--- config.mk ---
export PLATFORM = sky130hd
export DESIGN_NAME = alu_result_queue
export DESIGN_NICKNAME = d
export VERILOG_FILES = /design/src/rtl/alu_pkg.sv /design/src/rtl/alu_result_mem.sv /design/src/rtl/alu_result_queue.sv
export SDC_FILE = /design/constraint.sdc
export NUM_CORES = 1
export LEC_CHECK = 0
export CAP_MARGIN = 20
export CORE_UTILIZATION = 62
export DETAILED_ROUTE_END_ITERATION = 16
export DONT_BUFFER_PORTS = 1
export GPL_TIMING_DRIVEN = 0
export PLACE_DENSITY = 0.78
export RECOVER_POWER = 50
export SYNTH_ARGS = -nofsm -noshare
export SYNTH_HDL_FRONTEND = slang
export SYNTH_HIERARCHICAL = 1
export SYNTH_SLANG_ARGS = --single-unit
--- constraint.sdc ---
create_clock -name clk -period 3.6 [get_ports clk]
set_clock_uncertainty 0.2 [all_clocks]
set_input_delay 0.36 -clock clk [delete_from_list [all_inputs] [get_ports clk]]
set_output_delay 0.36 -clock clk [all_outputs]
set_load 0.1 [all_outputs]
--- src/rtl/alu_pkg.sv ---
// ---------------------------------------------------------------------------
// alu_pkg
// Shared definitions for the 16-bit ALU and its downstream result queue.
//   ALU_W        : ALU data width
//   alu_result_t : one ALU result with its overflow and zero flags
// ---------------------------------------------------------------------------
package alu_pkg;

   localparam int ALU_W = 16;

   typedef struct packed {
      logic [ALU_W-1:0] data;
      logic             ofl;
      logic             zero;
   } alu_result_t;

endpackage

--- src/rtl/alu_result_mem.sv ---
// ---------------------------------------------------------------------------
// alu_result_mem
// DEPTH-entry register array of alu_result_t with one synchronous write port
// and one asynchronous (combinational) read port. Contents are not reset.
// Ports:
//   clk      : clock, write happens on the rising edge
//   wr_en    : write enable
//   wr_addr  : write address
//   wr_data  : entry to store
//   rd_addr  : read address
//   rd_data  : entry at rd_addr, combinational
// ---------------------------------------------------------------------------
module alu_result_mem
   import alu_pkg::*;
#(
   parameter int DEPTH = 4,
   parameter int AW    = $clog2(DEPTH)
) (
   input  logic          clk,
   input  logic          wr_en,
   input  logic [AW-1:0] wr_addr,
   input  alu_result_t   wr_data,
   input  logic [AW-1:0] rd_addr,
   output alu_result_t   rd_data
);

   alu_result_t mem_q [DEPTH];

   // Storage is intentionally left unreset; validity is tracked by the
   // pointers and count in the parent.
   always_ff @(posedge clk) begin
      if (wr_en) begin
         mem_q[wr_addr] <= wr_data;
      end
   end

   assign rd_data = mem_q[rd_addr];

endmodule

--- src/rtl/alu_result_queue.sv ---
// ---------------------------------------------------------------------------
// alu_result_queue
// In-order FIFO buffering ALU results (Out, OFL, Zero) for the writeback
// side, with a valid/ready handshake on both sides and a sticky overflow flag.
// Optional statistics counters are enabled by defining the macro
// ALU_RESULT_QUEUE_STATS_EN.
// Ports:
//   clk, rst_n                  : clock, synchronous active-low reset
//   in_valid/in_ready           : upstream handshake (in_ready = !full)
//   in_data/in_ofl/in_zero      : ALU result and flags
//   out_valid/out_ready         : downstream handshake (out_valid = !empty)
//   out_data/out_ofl/out_zero   : head entry, read combinationally
//   count, full, empty          : occupancy status
//   ofl_sticky/clr_sticky       : sticky overflow indicator and its clear
//   push_cnt, ofl_cnt           : (STATS_EN only) saturating 16-bit counters
// ---------------------------------------------------------------------------
module alu_result_queue
   import alu_pkg::*;
#(
   parameter int DEPTH = 4,
   parameter int W     = ALU_W
) (
   input  logic                     clk,
   input  logic                     rst_n,
   input  logic                     in_valid,
   output logic                     in_ready,
   input  logic [W-1:0]             in_data,
   input  logic                     in_ofl,
   input  logic                     in_zero,
   output logic                     out_valid,
   input  logic                     out_ready,
   output logic [W-1:0]             out_data,
   output logic                     out_ofl,
   output logic                     out_zero,
   output logic [$clog2(DEPTH):0]   count,
   output logic                     full,
   output logic                     empty,
   input  logic                     clr_sticky,
   output logic                     ofl_sticky
`ifdef ALU_RESULT_QUEUE_STATS_EN
   ,
   output logic [15:0]              push_cnt,
   output logic [15:0]              ofl_cnt
`endif
);

   localparam int AW = $clog2(DEPTH);
   localparam int CW = AW + 1;

   logic [AW-1:0] wr_ptr_q, wr_ptr_d;
   logic [AW-1:0] rd_ptr_q, rd_ptr_d;
   logic [CW-1:0] count_q, count_d;
   logic          ofl_sticky_q, ofl_sticky_d;
   logic          push, pop;
   alu_result_t   wr_entry;
   alu_result_t   rd_entry;

   // All handshake/status outputs depend only on the count register, so
   // there is no combinational path from in_valid or out_ready.
   assign full      = (count_q == CW'(DEPTH));
   assign empty     = (count_q == '0);
   assign in_ready  = !full;
   assign out_valid = !empty;
   assign count     = count_q;

   assign push = in_valid && in_ready;
   assign pop  = out_valid && out_ready;

   always_comb begin
      wr_entry      = '0;
      wr_entry.data = in_data;
      wr_entry.ofl  = in_ofl;
      wr_entry.zero = in_zero;
   end

   // Writes are suppressed in the reset cycle so a push there leaves no trace.
   alu_result_mem #(
      .DEPTH (DEPTH),
      .AW    (AW)
   ) u_mem (
      .clk     (clk),
      .wr_en   (push && rst_n),
      .wr_addr (wr_ptr_q),
      .wr_data (wr_entry),
      .rd_addr (rd_ptr_q),
      .rd_data (rd_entry)
   );

   assign out_data = rd_entry.data;
   assign out_ofl  = rd_entry.ofl;
   assign out_zero = rd_entry.zero;

   // DEPTH is a power of two, so plain pointer overflow gives modulo-DEPTH
   // wrap; occupancy comes from count rather than a pointer wrap bit.
   always_comb begin
      wr_ptr_d = wr_ptr_q;
      rd_ptr_d = rd_ptr_q;
      count_d  = count_q;
      if (push) begin
         wr_ptr_d = wr_ptr_q + 1'b1;
      end
      if (pop) begin
         rd_ptr_d = rd_ptr_q + 1'b1;
      end
      case ({push, pop})
         2'b10:   count_d = count_q + 1'b1;
         2'b01:   count_d = count_q - 1'b1;
         default: count_d = count_q;
      endcase
   end

   // Clear first, then a same-cycle accepted overflow result sets it again.
   always_comb begin
      ofl_sticky_d = ofl_sticky_q;
      if (clr_sticky) begin
         ofl_sticky_d = 1'b0;
      end
      if (push && in_ofl) begin
         ofl_sticky_d = 1'b1;
      end
   end

   always_ff @(posedge clk) begin
      if (!rst_n) begin
         wr_ptr_q     <= '0;
         rd_ptr_q     <= '0;
         count_q      <= '0;
         ofl_sticky_q <= 1'b0;
      end else begin
         wr_ptr_q     <= wr_ptr_d;
         rd_ptr_q     <= rd_ptr_d;
         count_q      <= count_d;
         ofl_sticky_q <= ofl_sticky_d;
      end
   end

   assign ofl_sticky = ofl_sticky_q;

`ifdef ALU_RESULT_QUEUE_STATS_EN
   logic [15:0] push_cnt_q, push_cnt_d;
   logic [15:0] ofl_cnt_q, ofl_cnt_d;

   // Saturating counters of accepted pushes; clr_sticky does not touch them.
   always_comb begin
      push_cnt_d = push_cnt_q;
      ofl_cnt_d  = ofl_cnt_q;
      if (push && (push_cnt_q != 16'hFFFF)) begin
         push_cnt_d = push_cnt_q + 16'd1;
      end
      if (push && in_ofl && (ofl_cnt_q != 16'hFFFF)) begin
         ofl_cnt_d = ofl_cnt_q + 16'd1;
      end
   end

   always_ff @(posedge clk) begin
      if (!rst_n) begin
         push_cnt_q <= '0;
         ofl_cnt_q  <= '0;
      end else begin
         push_cnt_q <= push_cnt_d;
         ofl_cnt_q  <= ofl_cnt_d;
      end
   end

   assign push_cnt = push_cnt_q;
   assign ofl_cnt  = ofl_cnt_q;
`endif

endmodule

Yosys cells after proc, flatten, opt, wreduce, memory -nomap -nowiden
Memory sizes are Yosys's and may differ from the RTL's. A register that Yosys moved wholly into a read port is not among the register bits. Index checks and enable logic that the tools add are counted.

Memories kept: 1. Bits of input ports: 23. Logic and storage cells: 28. Bits in writable memories: 72. Output and inout bits: 26. Register bits after elaboration: 8.

Mux-type cells: 7. Eq/ne operators: 3. Reduce and logical (&&, ||, !) cells: 9. Add/sub/neg operators: 4.

Memories: u_mem.mem_q (depth 4, width 18, rd ports 1, clocked after Yosys merged registers in 1, write ports 1, line alu_result_mem.sv:27) `alu_result_t mem_q [DEPTH];`.

Operator list (count): case mux 3 bit (2 select lines) (1); adder 2 x 1 -> 2 bit, second input constant (2); logical AND 1 bit (4); two-way mux 1 bit (4); two-way mux 2 bit (2); nonzero test 2 bit (2); adder 3 x 1 -> 3 bit, second input constant (1); == test 3 bit, second input constant (1); logical NOT 3 bit (1); subtractor 3 x 1 -> 3 bit, second input constant (1); == test 2 x 1 -> 1 bit, second input constant (1); == test 2 bit, second input constant (1); logical NOT 1 bit (2).

Depth between registers and ports, before layout
Word-level depth: 6. Gate-level depth with buffers: 9. Mapped depth without buffers: 8.

Hierarchy
Netlist, hierarchy kept.

Modules (own cells, without submodules): alu_result_mem (instances 1, sequential area each 2162.1 um^2, area an instance 2670.1 um^2, cells an instance 98); alu_result_queue (instances 1, sequential area each 160.2 um^2, area an instance 435.4 um^2, cells an instance 48).

Worst setup path before layout
No wires, ideal clock.

Path type: flip-flop to flip-flop. Start point: reg count_q[0] (netlist: count[0]). End point: mem u_mem/mem_q[0][0] (netlist bit), enable pin. Library setup time: 0.420 ns. Period minus slack after synthesis: 3.713 ns. Path buffers: 1. Arrival time: 3.094 ns. Stages on the path, launching flop included: 5. Slack: -0.113 ns. Required time: 2.980 ns. Cell sequence: dfxtp_1 > or3b_1 > buf_6 > and3_1 > nor3b_1.

Word-level cells in the longest chain between the ends: 6.

RTL lines: from (decl) (line alu_result_queue.sv:52) `logic [CW-1:0] count_q, count_d;`; from (signal assigned) (line alu_result_queue.sv:132) `count_q <= count_d;`; == test 3 bit (line alu_result_queue.sv:60) `assign full = (count_q == CW'(DEPTH));`; logical NOT 1 bit (line alu_result_queue.sv:62) `assign in_ready = !full;`; via in_ready (line alu_result_queue.sv:26) `output logic in_ready,`; logical AND 1 bit (line alu_result_queue.sv:66) `assign push = in_valid && in_ready;`; logical AND 1 bit (line alu_result_queue.sv:82) `.wr_en (push && rst_n),`; two-way mux 1 bit (line alu_result_mem.sv:32) `if (wr_en) begin`; two-way mux 1 bit (not written as such) (line alu_result_mem.sv:33) `mem_q[wr_addr] <= wr_data;`; to (decl) (line alu_result_mem.sv:27).

The timed path passes the listed nets, and every way through them passes these cells.

Final worst setup path
Start point: reg count_q[2] (netlist: count[2]). End point: reg count_q[2] (netlist: count[2]).

Word-level cells in the longest chain between the ends: 5. Elaborated cells between the ends (all ways): 12. Those cells by class: add/sub (2); eq/ne (3); mux (1); reduce/logical (6).

RTL lines: == test 3 bit (*) (line alu_result_queue.sv:60); logical NOT 1 bit (*) (line alu_result_queue.sv:62); via in_ready (line alu_result_queue.sv:26); logical AND 1 bit (*) (line alu_result_queue.sv:66); == test 2 x 1 -> 1 bit / == test 2 bit (equally long branches) (line alu_result_queue.sv:105) `case ({push, pop})`; case mux 3 bit (2 select lines) / nonzero test 2 bit (equally long branches).

The timed path passes the listed nets; every way through them passes the cells marked *. A chain may end at the register's enable or synchronous reset.

==> metrics.txt <==
Pre-antenna DRT Iters=4; H-tree Lvls=3; CTS clk-pin slew, worst paths=0.08 ns; Distinct cells, synth=33; Synth Area per Inst=21.3 um^2; worst hold path class=in2reg; Reg area=2320 um^2; die area=5300 um^2; Avg Vias per Cell=5.77; Final Max Tran Viols=0; io pins=49; Worst VDD drop=846 uV; met1 wire length=2.10 mm; Clk Latency, worst-skew pair=0.34 ns; GRT Resource Usage Total=0.217; Synth Register Bits=80; reg2reg end=count[2]; CTS Sinks=80; Post-synth EDFFs=72; Placed Cells=214; wire per inst=19.8 um; static leakage power=1.22 nW; Finished Cell Area=3670 um^2; fin crit share=0.939; largest net degree at the start of global routing=19; TNS Setup=0 ns; Iter 0 DRT Violations=81; CP Max Fanout=5; CP Capture Type=register; CTS buffer count=9; critical path type=reg2reg; CTS root buf=clkbuf_8; final WL=5.01 mm; register area share after synthesis=0.748; crit path from=count[2]; Die H=72.8 um; Bufs and invs on worst path=2; share of cells above drive strength 1=0.194; P&R area growth vs syn=18.3%; Min-Delay Endpoint=wr_ptr_q[1]; DRC=0; R2R Path Start=count[2]; fmax=0.296 GHz; status=complete, no violations; top sig layer=met4; HPWL Detailed=2.98 mm; synthesized area=3110 um^2; Mapped Cells=146; Post-DP Area=3210 um^2; postcts setup bufs=0; Worst Tran Pin Value=1.06 ns; die extent in x=72.8 um; CTS tree=done; RePlAce Congestion=0.705; async set or reset register ratio after synthesis=0; Worst EP required=3.66 ns; ant diodes=0; total congestion overflow=0; Final #Nets=206; ys flop type=edfxtp_1; setup violators final=0; Post-DRT Antenna Nets=0; final non-filler cell total=253; Slowest Stage Delay on Critical Path=1.01 ns; RSZ-0062 raised after global routing=false; clk buf depth=2; via count=1460; hold path startpoint=in_valid; global-route wire length before repair=7.90 mm; R2R Setup Slk=0.22 ns; CP max-delay cell=dfxtp_1; antenna violations before repair=0; Hold Path Stages=2; IO Port Bufs=0; Min Clock Period, post-route=3.38 ns; Rel. slew slack=0.291; syn nets=171; YS warnings=6; number of global-route vias before repair=1570; metal2 WL=2.59 mm; Initial Util=0.649; crit path cell chain=or3b_1 -> buf_6 -> nand2_4 -> ha_1 -> inv_1 -> fa_1 -> xor2_1 -> or3_1 -> a21boi_0; Crit path depth=9; Power Density=858 nW/um^2; Max-cap violations=0; CP delay by family, top=flip-flops; most common cell after layout, fill and taps aside=edfxtp_1; Multi-input gate area=716 um^2; wire length on met3=247 um; critical path arrival=3.44 ns; final hold violations=0; Reg2Reg Depth=9; FILL cells=262; Core Box Area=4790 um^2; most frequent cells in the layout=edfxtp_1 (72), dlygate4sd3_1 (23), mux4_2 (10); post-CTS resize count=0; floorplan row count=25; crit start category=register
[registers in the layout, summed over array words and instances (netlist names)]
register     flops
u_mem/mem_q     72
count            3
rd_ptr_q         2
wr_ptr_q         2
ofl_sticky       1
[report_power, final]
part           total (mW)  internal, mW  switching (mW)
Combinational        1.16         0.251           0.911
Sequential           1.23          1.08           0.148
Clock               0.764         0.458           0.306
Total                3.15          1.79            1.36
[metal layers]
metal,global-route usage,vias to the layer above
li1,-,665
met1,0.265,738
met2,0.360,47
met3,0.0622,10
met4,0.107,0
met5,0,-
[how the worst max path moves through the flow]
stage,end
after global routing,count[2]
after CTS,count[2]
after global placement,u_mem/mem_q[0][9]
after detailed placement,count[2]
final,count[2]
after floorplan,count[2]
[cells by family (layout without fill, tap and decap cells)]
logic type	Yosys count	after routing	synth area share
compound gates	7	7	0.0145
xor+xnor	2	2	0.00564
fa+ha+maj	2	2	0.0105
buf+inv	11	51	0.0254
flops	80	80	0.748
mux	20	20	0.147
simple gates	24	24	0.0496
[cells in the mapped netlist (2+ instances only)]
| library cell | instances | area share |
|---|---|---|
| mux4_1 | 8 | 0.068 |
| and3_1 | 2 | 0.0040 |
| mux4_2 | 10 | 0.073 |
| nand2b_1 | 2 | 0.0040 |
| mux2i_1 | 2 | 0.0064 |
| o21ai_0 | 3 | 0.0048 |
| and3b_1 | 2 | 0.0056 |
| edfxtp_1 | 72 | 0.70 |
| inv_1 | 4 | 0.0048 |
| or3_1 | 2 | 0.0040 |
| buf_2 | 2 | 0.0032 |
| and2_1 | 2 | 0.0040 |
| dfxtp_1 | 8 | 0.052 |
| buf_6 | 2 | 0.0073 |
| nand2_1 | 7 | 0.0085 |
[repair_timing]
action | 4_1_cts | 5_1_grt
endpoints found under the hold margin | 76 | 0
hold buffers | 23 | 0
setup endpoints to repair | 0 | 0
[stage by stage]
stage / power (mW) / utilization / setup slack, ns / hold slack [ns]
global route: 3.26 / 0.768 / 0.132 / 0.0441
global placement: 2.35 / 0.667 / 0.0319 / 0.258
detailed placement: 2.38 / 0.671 / 0.289 / 0.259
CTS: 3.16 / 0.768 / 0.263 / 0.0101
floorplan: 2.30 / - / 0.473 / 0.254
finish: 3.15 / 0.768 / 0.219 / 0.0314
[cell type report]
class / instances / area share
sequential: 80 / 0.632
buffer: 6 / 0.0157
inverter: 5 / 0.00511
multi-input combinational: 55 / 0.195
tap: 67 / 0.0228
clock inverter: 6 / 0.0293
clock buffer: 10 / 0.0347
timing repair buffer: 24 / 0.0657
[worst reg2reg max path: stages, from the launching register on]
cell and delay [ns]:
dfxtp_1 1.01, or3b_1 0.44, buf_6 0.21, nand2_4 0.12, ha_1 0.22, inv_1 0.09
fa_1 0.37, xor2_1 0.16, or3_1 0.31, a21boi_0 0.18
Note: power is estimated with default switching activity, not from simulation.
